### config.mk
export PLATFORM = sky130hd
export DESIGN_NAME = sap_control_sequencer_flat
export DESIGN_NICKNAME = d
export VERILOG_FILES = /design/src/rtl/sap_control_sequencer_if.sv /design/src/rtl/sap_control_sequencer.sv /design/src/flat_wrapper.sv
export SDC_FILE = /design/constraint.sdc
export NUM_CORES = 1
export LEC_CHECK = 0
export BUFFER_PORTS_ARGS = -buffer_cell sky130_fd_sc_hd__buf_2
export CAP_MARGIN = 20
export CORE_AREA = 2 2 40 42
export DETAILED_ROUTE_END_ITERATION = 12
export DIE_AREA = 0 0 42 44
export PLACE_DENSITY = 0.8
export SLEW_MARGIN = 20
export SYNTH_ARGS = -nofsm -noshare
export SYNTH_HDL_FRONTEND = slang
export SYNTH_SLANG_ARGS = --single-unit
### constraint.sdc
create_clock -name clk -period 1.5 [get_ports clk]
set_input_delay 0.15 -clock clk [delete_from_list [all_inputs] [get_ports clk]]
set_output_delay 0.15 -clock clk [all_outputs]
set_load 0.03 [all_outputs]
### src/rtl/sap_control_sequencer_if.sv
// -----------------------------------------------------------------------------
// sap_control_sequencer_if
//   Bundles the sequencer's decode inputs and the control word it drives into
//   the SAP datapath (PC, MAR, RAM, IR, A, B, ALU, OUT).
//   master : the control sequencer (consumes opcode/flags, drives controls)
//   slave  : the datapath (drives opcode/flags, consumes controls)
// Signals
//   opcode[OPC_W-1:0]  IR upper nibble, valid from T2
//   cf, zf             registered ALU carry / zero flags
//   t_state[2:0]       current T-step
//   pc_out .. out_load_n  control word (*_n active low)
//   halted             sticky halt indicator
// -----------------------------------------------------------------------------
interface sap_control_sequencer_if #(
   parameter int OPC_W = 4
);
   logic [OPC_W-1:0] opcode;
   logic             cf;
   logic             zf;
   logic [2:0]       t_state;
   logic             pc_out;
   logic             pc_inc;
   logic             pc_load;
   logic             mar_load_n;
   logic             ram_out;
   logic             ir_load_n;
   logic             ir_out;
   logic             a_load_n;
   logic             a_out;
   logic             b_load_n;
   logic             alu_out;
   logic             alu_sub;
   logic             out_load_n;
   logic             halted;

   modport master (
      input  opcode, cf, zf,
      output t_state, pc_out, pc_inc, pc_load, mar_load_n, ram_out, ir_load_n,
             ir_out, a_load_n, a_out, b_load_n, alu_out, alu_sub, out_load_n,
             halted
   );

   modport slave (
      output opcode, cf, zf,
      input  t_state, pc_out, pc_inc, pc_load, mar_load_n, ram_out, ir_load_n,
             ir_out, a_load_n, a_out, b_load_n, alu_out, alu_sub, out_load_n,
             halted
   );
endinterface

### src/rtl/sap_control_sequencer.sv
// -----------------------------------------------------------------------------
// sap_control_sequencer
//   Microcoded control FSM for the 8-bit SAP bus CPU. Each instruction is a
//   fetch (T0-T1) followed by a variable-length execute (T2-T4). The control
//   word is a pure combinational decode of {halted, t_state, opcode, cf, zf}.
// Ports
//   clk    rising-edge clock
//   rst_n  asynchronous active-low reset; all controls inactive while low
//   bus    sap_control_sequencer_if.master (opcode/flags in, controls out)
// Parameters
//   OPC_W   opcode width; undefined opcodes execute as NOP
//   LAST_T  index of the final T-state; t_state wraps LAST_T -> 0
// -----------------------------------------------------------------------------
module sap_control_sequencer #(
   parameter int OPC_W  = 4,
   parameter int LAST_T = 4
) (
   input  logic                    clk,
   input  logic                    rst_n,
   sap_control_sequencer_if.master bus
);

   typedef enum logic [2:0] {
      T0 = 3'd0,
      T1 = 3'd1,
      T2 = 3'd2,
      T3 = 3'd3,
      T4 = 3'd4
   } t_e;

   typedef enum logic [3:0] {
      OP_NOP = 4'h0,
      OP_LDA = 4'h1,
      OP_ADD = 4'h2,
      OP_SUB = 4'h3,
      OP_LDI = 4'h5,
      OP_JMP = 4'h6,
      OP_JC  = 4'h7,
      OP_JZ  = 4'h8,
      OP_OUT = 4'hE,
      OP_HLT = 4'hF
   } op_e;

   t_e   t_q, t_d;
   logic halted_q, halted_d;
   logic end_instr;
   logic [3:0] op;

   assign op          = 4'(bus.opcode);
   assign bus.t_state = t_q;
   assign bus.halted  = halted_q;

   always_ff @(posedge clk or negedge rst_n) begin
      if (!rst_n) begin
         t_q      <= T0;
         halted_q <= 1'b0;
      end else begin
         t_q      <= t_d;
         halted_q <= halted_d;
      end
   end

   always_comb begin
      end_instr      = 1'b0;
      halted_d       = halted_q;
      t_d            = (t_q == 3'(LAST_T)) ? T0 : t_e'(t_q + 3'd1);
      bus.pc_out     = 1'b0;
      bus.pc_inc     = 1'b0;
      bus.pc_load    = 1'b0;
      bus.mar_load_n = 1'b1;
      bus.ram_out    = 1'b0;
      bus.ir_load_n  = 1'b1;
      bus.ir_out     = 1'b0;
      bus.a_load_n   = 1'b1;
      bus.a_out      = 1'b0;
      bus.b_load_n   = 1'b1;
      bus.alu_out    = 1'b0;
      bus.alu_sub    = 1'b0;
      bus.out_load_n = 1'b1;

      // rst_n gates the decode so no control can pulse while reset is held,
      // including the cycle in which an async reset lands mid-instruction.
      if (halted_q) begin
         t_d = T0;
      end else if (rst_n) begin
         case (t_q)
            T0: begin
               bus.pc_out     = 1'b1;
               bus.mar_load_n = 1'b0;
            end
            T1: begin
               bus.ram_out   = 1'b1;
               bus.ir_load_n = 1'b0;
               bus.pc_inc    = 1'b1;
            end
            T2: begin
               case (op)
                  OP_LDA, OP_ADD, OP_SUB: begin
                     bus.ir_out     = 1'b1;
                     bus.mar_load_n = 1'b0;
                  end
                  OP_LDI: begin
                     bus.ir_out   = 1'b1;
                     bus.a_load_n = 1'b0;
                     end_instr    = 1'b1;
                  end
                  OP_JMP: begin
                     bus.ir_out  = 1'b1;
                     bus.pc_load = 1'b1;
                     end_instr   = 1'b1;
                  end
                  OP_JC: begin
                     bus.ir_out  = bus.cf;
                     bus.pc_load = bus.cf;
                     end_instr   = 1'b1;
                  end
                  OP_JZ: begin
                     bus.ir_out  = bus.zf;
                     bus.pc_load = bus.zf;
                     end_instr   = 1'b1;
                  end
                  OP_OUT: begin
                     bus.a_out      = 1'b1;
                     bus.out_load_n = 1'b0;
                     end_instr      = 1'b1;
                  end
                  OP_HLT: begin
                     halted_d  = 1'b1;
                     end_instr = 1'b1;
                  end
                  default: end_instr = 1'b1;  // NOP and undefined opcodes
               endcase
            end
            T3: begin
               case (op)
                  OP_LDA: begin
                     bus.ram_out  = 1'b1;
                     bus.a_load_n = 1'b0;
                     end_instr    = 1'b1;
                  end
                  OP_ADD, OP_SUB: begin
                     bus.ram_out  = 1'b1;
                     bus.b_load_n = 1'b0;
                     bus.alu_sub  = (op == OP_SUB);
                  end
                  default: end_instr = 1'b1;
               endcase
            end
            T4: begin
               if (op == OP_ADD || op == OP_SUB) begin
                  bus.alu_out  = 1'b1;
                  bus.a_load_n = 1'b0;
                  bus.alu_sub  = (op == OP_SUB);
               end
               end_instr = 1'b1;
            end
            default: end_instr = 1'b1;
         endcase
         if (end_instr) t_d = T0;
      end
   end

endmodule

### src/flat_wrapper.sv
// flat-port wrapper written by rule: the top's interface ports become plain ports
module sap_control_sequencer_flat 
#(
   parameter int OPC_W  = 4,
   parameter int LAST_T = 4
)
  (clk, rst_n, bus_opcode, bus_cf, bus_zf, bus_t_state, bus_pc_out, bus_pc_inc, bus_pc_load, bus_mar_load_n, bus_ram_out, bus_ir_load_n, bus_ir_out, bus_a_load_n, bus_a_out, bus_b_load_n, bus_alu_out, bus_alu_sub, bus_out_load_n, bus_halted);
  sap_control_sequencer_if #(.OPC_W(OPC_W)) bus_i ();
  input  logic clk;
  input  logic rst_n;
  input wire logic [$bits(bus_i.opcode)-1:0] bus_opcode;
  input wire logic [$bits(bus_i.cf)-1:0] bus_cf;
  input wire logic [$bits(bus_i.zf)-1:0] bus_zf;
  output wire logic [$bits(bus_i.t_state)-1:0] bus_t_state;
  output wire logic [$bits(bus_i.pc_out)-1:0] bus_pc_out;
  output wire logic [$bits(bus_i.pc_inc)-1:0] bus_pc_inc;
  output wire logic [$bits(bus_i.pc_load)-1:0] bus_pc_load;
  output wire logic [$bits(bus_i.mar_load_n)-1:0] bus_mar_load_n;
  output wire logic [$bits(bus_i.ram_out)-1:0] bus_ram_out;
  output wire logic [$bits(bus_i.ir_load_n)-1:0] bus_ir_load_n;
  output wire logic [$bits(bus_i.ir_out)-1:0] bus_ir_out;
  output wire logic [$bits(bus_i.a_load_n)-1:0] bus_a_load_n;
  output wire logic [$bits(bus_i.a_out)-1:0] bus_a_out;
  output wire logic [$bits(bus_i.b_load_n)-1:0] bus_b_load_n;
  output wire logic [$bits(bus_i.alu_out)-1:0] bus_alu_out;
  output wire logic [$bits(bus_i.alu_sub)-1:0] bus_alu_sub;
  output wire logic [$bits(bus_i.out_load_n)-1:0] bus_out_load_n;
  output wire logic [$bits(bus_i.halted)-1:0] bus_halted;
  assign bus_i.opcode = bus_opcode;
  assign bus_i.cf = bus_cf;
  assign bus_i.zf = bus_zf;
  assign bus_t_state = bus_i.t_state;
  assign bus_pc_out = bus_i.pc_out;
  assign bus_pc_inc = bus_i.pc_inc;
  assign bus_pc_load = bus_i.pc_load;
  assign bus_mar_load_n = bus_i.mar_load_n;
  assign bus_ram_out = bus_i.ram_out;
  assign bus_ir_load_n = bus_i.ir_load_n;
  assign bus_ir_out = bus_i.ir_out;
  assign bus_a_load_n = bus_i.a_load_n;
  assign bus_a_out = bus_i.a_out;
  assign bus_b_load_n = bus_i.b_load_n;
  assign bus_alu_out = bus_i.alu_out;
  assign bus_alu_sub = bus_i.alu_sub;
  assign bus_out_load_n = bus_i.out_load_n;
  assign bus_halted = bus_i.halted;
  sap_control_sequencer #(.OPC_W(OPC_W), .LAST_T(LAST_T)) u_core (.clk(clk), .rst_n(rst_n), .bus(bus_i));
endmodule
Yosys cells after proc, flatten, opt, wreduce, memory -nomap -nowiden
Index checks and enable logic that the tools add are counted.
{"block": "classes", "addsub": 1, "n_eq_ne": 13, "n_reduce_logical": 6, "muxes": 63, "n_mul": 0, "magnitude_cmp": 0, "bitwise": 0, "div": 0, "shift": 0}
{"op": "2-to-1 mux 1 bit", "count": 52}
{"op": "equality test 4 x 3 -> 1 bit, second input constant", "count": 3}
{"op": "equality test 4 bit, second input constant", "count": 3}
{"op": "2-to-1 mux 3 bit", "count": 4}
{"op": "one-hot mux 1 bit (3 select lines)", "count": 4}
{"op": "equality test 4 x 2 -> 1 bit, second input constant", "count": 2}
{"op": "equality test 3 x 2 -> 1 bit, second input constant", "count": 2}
{"op": "one-hot mux 1 bit (2 select lines)", "count": 3}
{"op": "OR reduction 5 bit", "count": 1}
{"op": "equality test 4 x 1 -> 1 bit, second input constant", "count": 1}
{"op": "OR reduction 2 bit", "count": 2}
{"op": "adder 3 x 1 -> 3 bit, second input constant", "count": 1}
{"op": "equality test 3 x 1 -> 1 bit, second input constant", "count": 1}
{"op": "equality test 3 bit, second input constant", "count": 1}
{"op": "logical NOT 3 bit", "count": 1}
{"op": "OR reduction 3 bit", "count": 1}
{"op": "logical OR 1 bit", "count": 1}
{"block": "totals", "reg_bits": 4, "ramBits": 0, "output_inout_bits": 17, "n_memories": 0, "rom_bits": 0, "latch_bits": 0, "wordCells": 85}

Depth between registers and ports, before layout
Gate-level depths: netlist (run 1).
{"block": "logic_depth", "word_depth": 9, "ltp_mapped": 5, "mapped_depth_nobuf": 5}

Least setup slack after synthesis (run 1)
No wires, ideal clock.
{"block": "synth_path", "path_kind": "register -> output", "startpoint": "register u_core.t_q[0] (netlist: u_core.bus.t_state[0])", "endpoint": "output port bus_a_out", "t_required_ns": 1.350, "path_buffers": 0, "path_stages_with_launch": 6, "path_slack_ns": -0.573, "arrival_ns": 1.923, "path_cell_list": "dfrtp_1 -> inv_1 -> ha_1 -> nor2b_1 -> nand4_1 -> nor3_1"}
{"block": "synth_between", "elab_chain_len": 4}
{"element": "start: declaration", "line_no": "sap_control_sequencer.sv:44", "source": "t_e t_q, t_d;"}
{"element": "start signal: assignment", "line_no": "sap_control_sequencer.sv:58", "source": "t_q <= t_d;"}
{"element": "equality test 3 x 2 -> 1 bit", "line_no": "sap_control_sequencer.sv:86", "source": "case (t_q)"}
{"element": "2-to-1 mux 1 bit", "line_no": "sap_control_sequencer.sv:86"}
{"element": "2-to-1 mux 1 bit", "line_no": "sap_control_sequencer.sv:85", "source": "end else if (rst_n) begin"}
{"element": "2-to-1 mux 1 bit", "line_no": "sap_control_sequencer.sv:83", "source": "if (halted_q) begin"}
{"element": "end: declaration", "line_no": "flat_wrapper.sv:23", "source": "output wire logic [$bits(bus_i.a_out)-1:0] bus_a_out;"}
No other way between the ends.

Final worst setup path (run 1)
{"block": "layout_path", "startpoint": "register u_core.t_q[0] (netlist: u_core.bus.t_state[0])", "endpoint": "output port bus_out_load_n"}
{"block": "layout_between", "elab_chain_len": 4}
{"element": "equality test 3 x 2 -> 1 bit", "line_no": "sap_control_sequencer.sv:86"}
{"element": "2-to-1 mux 1 bit", "line_no": "sap_control_sequencer.sv:86"}
{"element": "2-to-1 mux 1 bit", "line_no": "sap_control_sequencer.sv:85"}
{"element": "2-to-1 mux 1 bit", "line_no": "sap_control_sequencer.sv:83"}
{"element": "end: declaration", "line_no": "flat_wrapper.sv:27", "source": "output wire logic [$bits(bus_i.out_load_n)-1:0] bus_out_load_n;"}
No other way between the ends.

==> results of run 1 <==
-- flip-flops by register name, indices dropped and copies added (netlist names) --
name / count
u_core.bus.t_state: 3
u_core.bus.halted: 1
-- cell type report --
| type | count | share of cell area (%) |
|---|---|---|
| multi-input cells | 53 | 49.6 |
| repair buffers | 46 | 34.3 |
| flip-flops and latches | 4 | 10.1 |
| clock buffers | 4 | 2.54 |
| well taps | 16 | 1.93 |
| inverters | 4 | 1.45 |
-- logic make-up after synthesis --
family	Yosys count	synth area share (%)
AO/OA/AOI/OAI	14	21.5
buffers and inverters	6	5.98
flip-flops	4	19.1
AND/OR/NAND/NOR	34	41.4
adder cells (fa/ha/maj)	5	12.0
-- through the flow --
| step | setup slack [ns] | TNS, ns |
|---|---|---|
| 5_1_grt | -0.371 | -3.37 |
| 3_5_place_dp | -0.135 | -0.522 |
| 6_report | -0.308 | -2.53 |
| 3_3_place_gp | -0.0687 | -0.249 |
| 2_1_floorplan | -0.197 | -0.595 |
| 4_1_cts | -0.318 | -2.29 |
-- layer usage --
| layer | share of wire [%] | vias up |
|---|---|---|
| li1 | - | 334 |
| met1 | 39 | 320 |
| met2 | 58 | 17 |
| met3 | 3.1 | 0 |
| met4 | 0 | 0 |
| met5 | 0 | - |
-- final timing paths --
kind                                       start  depth (start not counted)  slack, ns                     to
min                                        rst_n                          3       0.23      u_core.bus.halted
max in group asynchronous                  rst_n                          2       0.93  u_core.bus.t_state[2]
min reg2reg                    u_core.bus.halted                          2       0.67      u_core.bus.halted
max                        u_core.bus.t_state[0]                          6      -0.31         bus_out_load_n
min in group asynchronous                  rst_n                          2       0.38  u_core.bus.t_state[0]
max reg2reg                u_core.bus.t_state[1]                          5      -0.04  u_core.bus.t_state[0]
-- power groups by stage --
stage	clock network (mW)	registers, mW	logic (mW)
2_1_floorplan	0	0.289	0.502
3_3_place_gp	0	0.211	0.880
3_5_place_dp	0	0.216	0.908
4_1_cts	0.153	0.206	1.10
5_1_grt	0.154	0.214	1.21
6_report	0.146	0.206	1.14
-- what timing repair did --
action,in CTS,in global routing
setup buffers,5,1
hold buffers,1,0
endpoints found under the hold margin,4,0
setup endpoints to repair,14,16
pin swaps,5,2
gates resized for setup,32,3
-- cells in the final DEF (no fill, tap or decap), types with 2 or more instances in the layout --
master                      n
sky130_fd_sc_hd__clkbuf_4   3
sky130_fd_sc_hd__buf_4     23
sky130_fd_sc_hd__nand2_1    4
sky130_fd_sc_hd__ha_2       2
sky130_fd_sc_hd__o311a_1    2
sky130_fd_sc_hd__buf_2     12
sky130_fd_sc_hd__inv_2      2
sky130_fd_sc_hd__dfrtp_2    4
sky130_fd_sc_hd__ha_4       2
sky130_fd_sc_hd__o211ai_1   2
sky130_fd_sc_hd__nor2_1     4
sky130_fd_sc_hd__nor3_1     3
sky130_fd_sc_hd__and2_4     3
sky130_fd_sc_hd__nor3_4     2
sky130_fd_sc_hd__o21bai_1   2
sky130_fd_sc_hd__inv_1      2
sky130_fd_sc_hd__nand2b_1   2
sky130_fd_sc_hd__or3_1      2
sky130_fd_sc_hd__buf_6     10
-- critical path, delay by kind of cell (launching register included) --
family / cells / cell delay (ns)
fa+ha+maj: 1 / 0.12
simple gates: 3 / 0.65
buf+inv: 2 / 0.22
flops: 1 / 0.41
==> impl_metrics.json, run 1 <==
{
  "outcome": "complete, but fails checks",
  "failed_checks": "setup timing",
  "netlist_area_um2": 523,
  "max_freq_mhz": 553,
  "met2_usage_pct": 40.3,
  "cts.root.buffer_cell": "sky130_fd_sc_hd__clkbuf_4",
  "final_layout_size_suffix_gt1_share_pct": 67.6,
  "cts_inserted_buffers": 3,
  "detail_route.wirelength_um": 1800,
  "synth_top_cells_by_count": "5 x sky130_fd_sc_hd__ha_1, 5 x sky130_fd_sc_hd__nand2_1, 5 x sky130_fd_sc_hd__nor3_1",
  "cp_data_arrival_time_ns": 1.66,
  "final.setup.worst_slack_ns": -0.308,
  "gr-usage-met3_pct": 3.33,
  "post_synth_top_area_share_pct": 19.1,
  "post-route-min-period_ns": 1.81,
  "maximum_number_of_pins_on_one_net_before_global_route_repair": 9,
  "part_of_the_power_in_combinational_logic_pct": 76.4,
  "globalRouteTotalUtil_pct": 21.3,
  "io_buffers": 24,
  "fillers": 116,
  "timing.critical_path.fanout_max": 3,
  "synth_top_cell_by_area": "sky130_fd_sc_hd__dfrtp_1",
  "worstSetupStartpointType": "flop",
  "post_layout_nonfiller_instances": 127,
  "ys_dominant_reg_cell": "sky130_fd_sc_hd__dfrtp_1",
  "total_power_mw": 1.49,
  "dp.cells": 117,
  "total_leakage_power_nw": 0.472,
  "rsz0062_at_grt": "yes",
  "rows": 14,
  "syn_avg_cell_area_um2": 8.30,
  "stdcell_area_um2": 1040,
  "number_of_warnings_reported_in_the_yosys_synthesis_log": 0,
  "dieArea_um2": 1850,
  "netlist_instances": 63,
  "detail_route.iter0.violations": 7,
  "final_antenna_net_count": 0,
  "groute.layer.met1.usage_pct": 24.1,
  "tritoncts_num_sinks": 4,
  "design.core.area_um2": 1420,
  "timing.setup.critical_path_class": "flop to primary output",
  "first_global_vias": 680,
  "floorplan.io_pins": 25,
  "floorplan.initialDensity_pct": 36.9,
  "fin_crit_sh_pct": 121,
  "yosys_register_bits": 4,
  "max-clock-path-buffers": 2,
  "max_slew_margin_pct": 76.0,
  "final_max_slew_viol_count": 0,
  "cellPowerDensity_nw_per_um2": 1440,
  "worst_pin_slew_ns": 0.359,
  "htreeDepth": 1,
  "num_antenna_cells": 0,
  "floorplan.die.height_um": 44,
  "clock_power_share_pct": 9.8,
  "dpl-instance-area_um2": 850,
  "place.detailed.hpwl_um": 1280,
  "finalNetCount": 125,
  "timing_hold_violations_final": 0,
  "grt-busiest-layer": "met2",
  "flow.area_growth_from_synthesis_pct": 98.1,
  "hold_ws_ns": 0.232,
  "drc": 0,
  "ff_latch_area_um2": 105,
  "synth.net_count": 76,
  "critical_path.endpoint_type": "primary output",
  "required_ns": 1.35,
  "switching_power_mw": 0.683,
  "seqPwrFrac_pct": 13.8,
  "avgRoutedWirePerCell_um": 14.2,
  "synth-edff-count": 0,
  "hold_class": "primary input to flop",
  "synth_seq_area_share_pct": 19.1,
  "clk-insertion-delay-late_ns": 0.24,
  "grt.overflow.total": 0,
  "critical_path.cell_chain": "inv_2, ha_4, nor2b_4, nand4_1, or3_4, buf_6",
  "setup_violations": 16,
  "drt_pre_antenna_iters": 4,
  "grt_pass1_wl_um": 3000,
  "max-cap-violations": 0,
  "worst_ir_drop_vdd_mv": 1.22,
  "clkTransAtPathRegs_ns": 0.04,
  "multi_input_area_um2": 514,
  "synth.top_cells.by_area": "sky130_fd_sc_hd__dfrtp_1 19%, sky130_fd_sc_hd__ha_1 12%, sky130_fd_sc_hd__and2_1 4.8%",
  "worst_path_max_delay_cell": "sky130_fd_sc_hd__dfrtp_2",
  "critical_path.max_stage_delay_ns": 0.41,
  "vias": 671,
  "synth_cell_type_count": 32,
  "ys_async_sr_fraction_pct": 100,
  "netSwitchingFraction_pct": 45.8,
  "cts_tree": "built",
  "cell_internal_pwr_mw": 0.809,
  "fin_util_pct": 73.0,
  "vias_per_cell": 5.28,
  "globalplace.congestion": 0.788,
  "timing.clock.skew_ns": 0.00584,
  "antenna_found_initial": 0,
  "floorplan.die.width_um": 42
}
Power figures use the tool's default switching activity.
==> run 2, diff against run 1 <==
==> constraint.sdc (replaced) <==
create_clock -name clk -period 1.5 [get_ports clk]
set_input_delay 0.3 -clock clk [delete_from_list [all_inputs] [get_ports clk]]
set_output_delay 0.3 -clock clk [all_outputs]
set_load 0.03 [all_outputs]
==> run 2 against run 1 <==
Net effect: hold slack got worse by 0.19 ns; largest cell class unchanged; clock power fell by 14%; combinational power rose by 18%; critical endpoint unchanged; critical path depth did not move; the run still ends with setup timing left; total power rose by 13%; highest routed layer is now met4; die area did not move; clock skew fell by 0.0033 ns; fmax fell by 7.3%.
==> impl_metrics.json, run 2 (synthesis results as in run 1) <==
{
  "critical_path.endpoint_type": "primary output",
  "max-clock-path-buffers": 2,
  "worst-r2r-setup-slack_ns": -0.25,
  "max-cap-violations": 0,
  "failed_checks": "setup timing",
  "fin_crit_sh_pct": 130,
  "clock_power_share_pct": 7.4,
  "switching_power_mw": 0.752,
  "avgRoutedWirePerCell_um": 15.3,
  "dpl_worst_slack_ns": -0.320,
  "floorplan.initialDensity_pct": 36.9,
  "max_slew_margin_pct": 78.2,
  "mostFrequentLayoutCell": "sky130_fd_sc_hd__buf_4",
  "dieArea_um2": 1850,
  "vias_per_cell": 5.41,
  "outcome": "complete, but fails checks",
  "final.setup.worst_slack_ns": -0.451,
  "num_antenna_cells": 0,
  "r2r-end": "u_core.bus.t_state[2]",
  "cts.root.buffer_cell": "sky130_fd_sc_hd__clkbuf_4",
  "antenna_found_initial": 0,
  "hold_ws_ns": 0.0417,
  "cp_data_arrival_time_ns": 1.65,
  "globalRouteTotalUtil_pct": 24.1,
  "dp.cells": 123,
  "flow.area_growth_from_synthesis_pct": 124,
  "hold_class": "primary input to async pin",
  "cellPowerDensity_nw_per_um2": 1440,
  "total_leakage_power_nw": 0.523,
  "floorplan.io_pins": 25,
  "largest_register_ff_count": 3,
  "fin_util_pct": 82.6,
  "globalplace.congestion": 0.762,
  "detail_route.wirelength_um": 2030,
  "max_freq_mhz": 513,
  "grt.overflow.total": 0,
  "rsz0062_at_grt": "yes",
  "part_of_the_power_in_combinational_logic_pct": 80.2,
  "post-route-min-period_ns": 1.95,
  "reg2reg_from": "u_core.bus.t_state[0]",
  "worst_pin_slew_ns": 0.325,
  "worstSetupStartpointType": "flop",
  "first_global_vias": 769,
  "seqPwrFrac_pct": 12.4,
  "timing.clock.skew_ns": 0.00257,
  "place.detailed.hpwl_um": 1400,
  "total_power_mw": 1.69,
  "cell_internal_pwr_mw": 0.934,
  "critPathCapture": "bus_out_load_n",
  "floorplan.die.width_um": 42,
  "drc": 0,
  "drt_pre_antenna_iters": 4,
  "vias": 719,
  "final_layout_size_suffix_gt1_share_pct": 77.8,
  "rows": 14,
  "critPathLaunch": "u_core.bus.t_state[0]",
  "fillers": 81,
  "maximum_number_of_pins_on_one_net_before_global_route_repair": 9,
  "timing.setup.critical_path_class": "flop to primary output",
  "tritoncts_num_sinks": 4,
  "design.core.area_um2": 1420,
  "timing_hold_violations_final": 0,
  "required_ns": 1.20,
  "grt_pass1_wl_um": 3300,
  "post_layout_nonfiller_instances": 133,
  "floorplan.die.height_um": 44,
  "timing.critical_path.fanout_max": 4,
  "netSwitchingFraction_pct": 44.6,
  "final_antenna_net_count": 0,
  "final_max_slew_viol_count": 0,
  "finalNetCount": 132,
  "layout.cells.most_common_list": "26 x sky130_fd_sc_hd__buf_4, 15 x sky130_fd_sc_hd__buf_6, 11 x sky130_fd_sc_hd__buf_2",
  "setup_violations": 16,
  "worst_ir_drop_vdd_mv": 1.09,
  "cts_inserted_buffers": 3,
  "cts_tree": "built",
  "detail_route.iter0.violations": 5,
  "htreeDepth": 1,
  "clk-insertion-delay-late_ns": 0.23,
  "worstRegToRegCells": 9,
  "io_buffers": 24,
  "clkTransAtPathRegs_ns": 0.04
}
==> run 2: worst max-delay path, stage by stage, from the launching register on <==
cell	delay [ns]
sky130_fd_sc_hd__dfrtp_2	0.42
sky130_fd_sc_hd__inv_2	0.08
sky130_fd_sc_hd__ha_4	0.13
sky130_fd_sc_hd__nor2b_4	0.13
sky130_fd_sc_hd__nand4_1	0.12
sky130_fd_sc_hd__or3_4	0.39
sky130_fd_sc_hd__buf_6	0.15
==> run 2: power groups by stage <==
stage               clock network [mW]  logic [mW]  registers [mW]
finish                           0.125        1.35           0.209
global route                     0.135        1.44           0.216
CTS                              0.131        1.23           0.209
detailed placement                   0        1.02           0.207
global placement                     0       0.974           0.205
floorplan                            0       0.526           0.296
==> run 2: how the worst min path moves through the flow <==
stage	start	to	slack (ns)	cells past startpoint
2_1_floorplan	rst_n	u_core.bus.halted	0.004	0
3_3_place_gp	rst_n	u_core.bus.halted	0.10	1
3_5_place_dp	rst_n	u_core.bus.halted	0.11	1
4_1_cts	rst_n	u_core.bus.t_state[1]	0.01	2
5_1_grt	rst_n	u_core.bus.t_state[2]	0.06	2
6_report	rst_n	u_core.bus.t_state[1]	0.04	2
==> run 2: final cells by class <==
cell class              count  area [µm²]  share of cell area [%]
clock buffers               3        22.5                    1.92
repair buffers             53         429                    36.6
well taps                  16        20.0                    1.71
multi-input cells          53         581                    49.5
flip-flops and latches      4         105                    8.96
inverters                   4        15.0                    1.28
==> run 2: per-layer routing <==
layer	GRT usage, %	share of wire, %	vias to the layer above
met5	0	0	-
met3	2.92	2.0	2
met2	49.7	60	13
met4	10.3	1.3	0
met1	23.8	37	358
li1	-	-	346
==> run 2: timing repair <==
| item | in CTS | in global routing |
|---|---|---|
| resized for setup | 36 | 8 |
| pin swaps | 9 | 3 |
| endpoints found under the setup margin | 16 | 16 |
| hold buffers | 1 | 0 |
| buffers inserted | 3 | 3 |
| hold endpoints to repair | 1 | 0 |
==> run 2: per-stage QoR <==
step	TNS [ns]	area (µm²)
after floorplan	-1.45	638
after global placement	-2.29	927
after detailed placement	-2.65	927
after CTS	-4.25	1120
after global routing	-5.75	1170
final	-4.86	1170
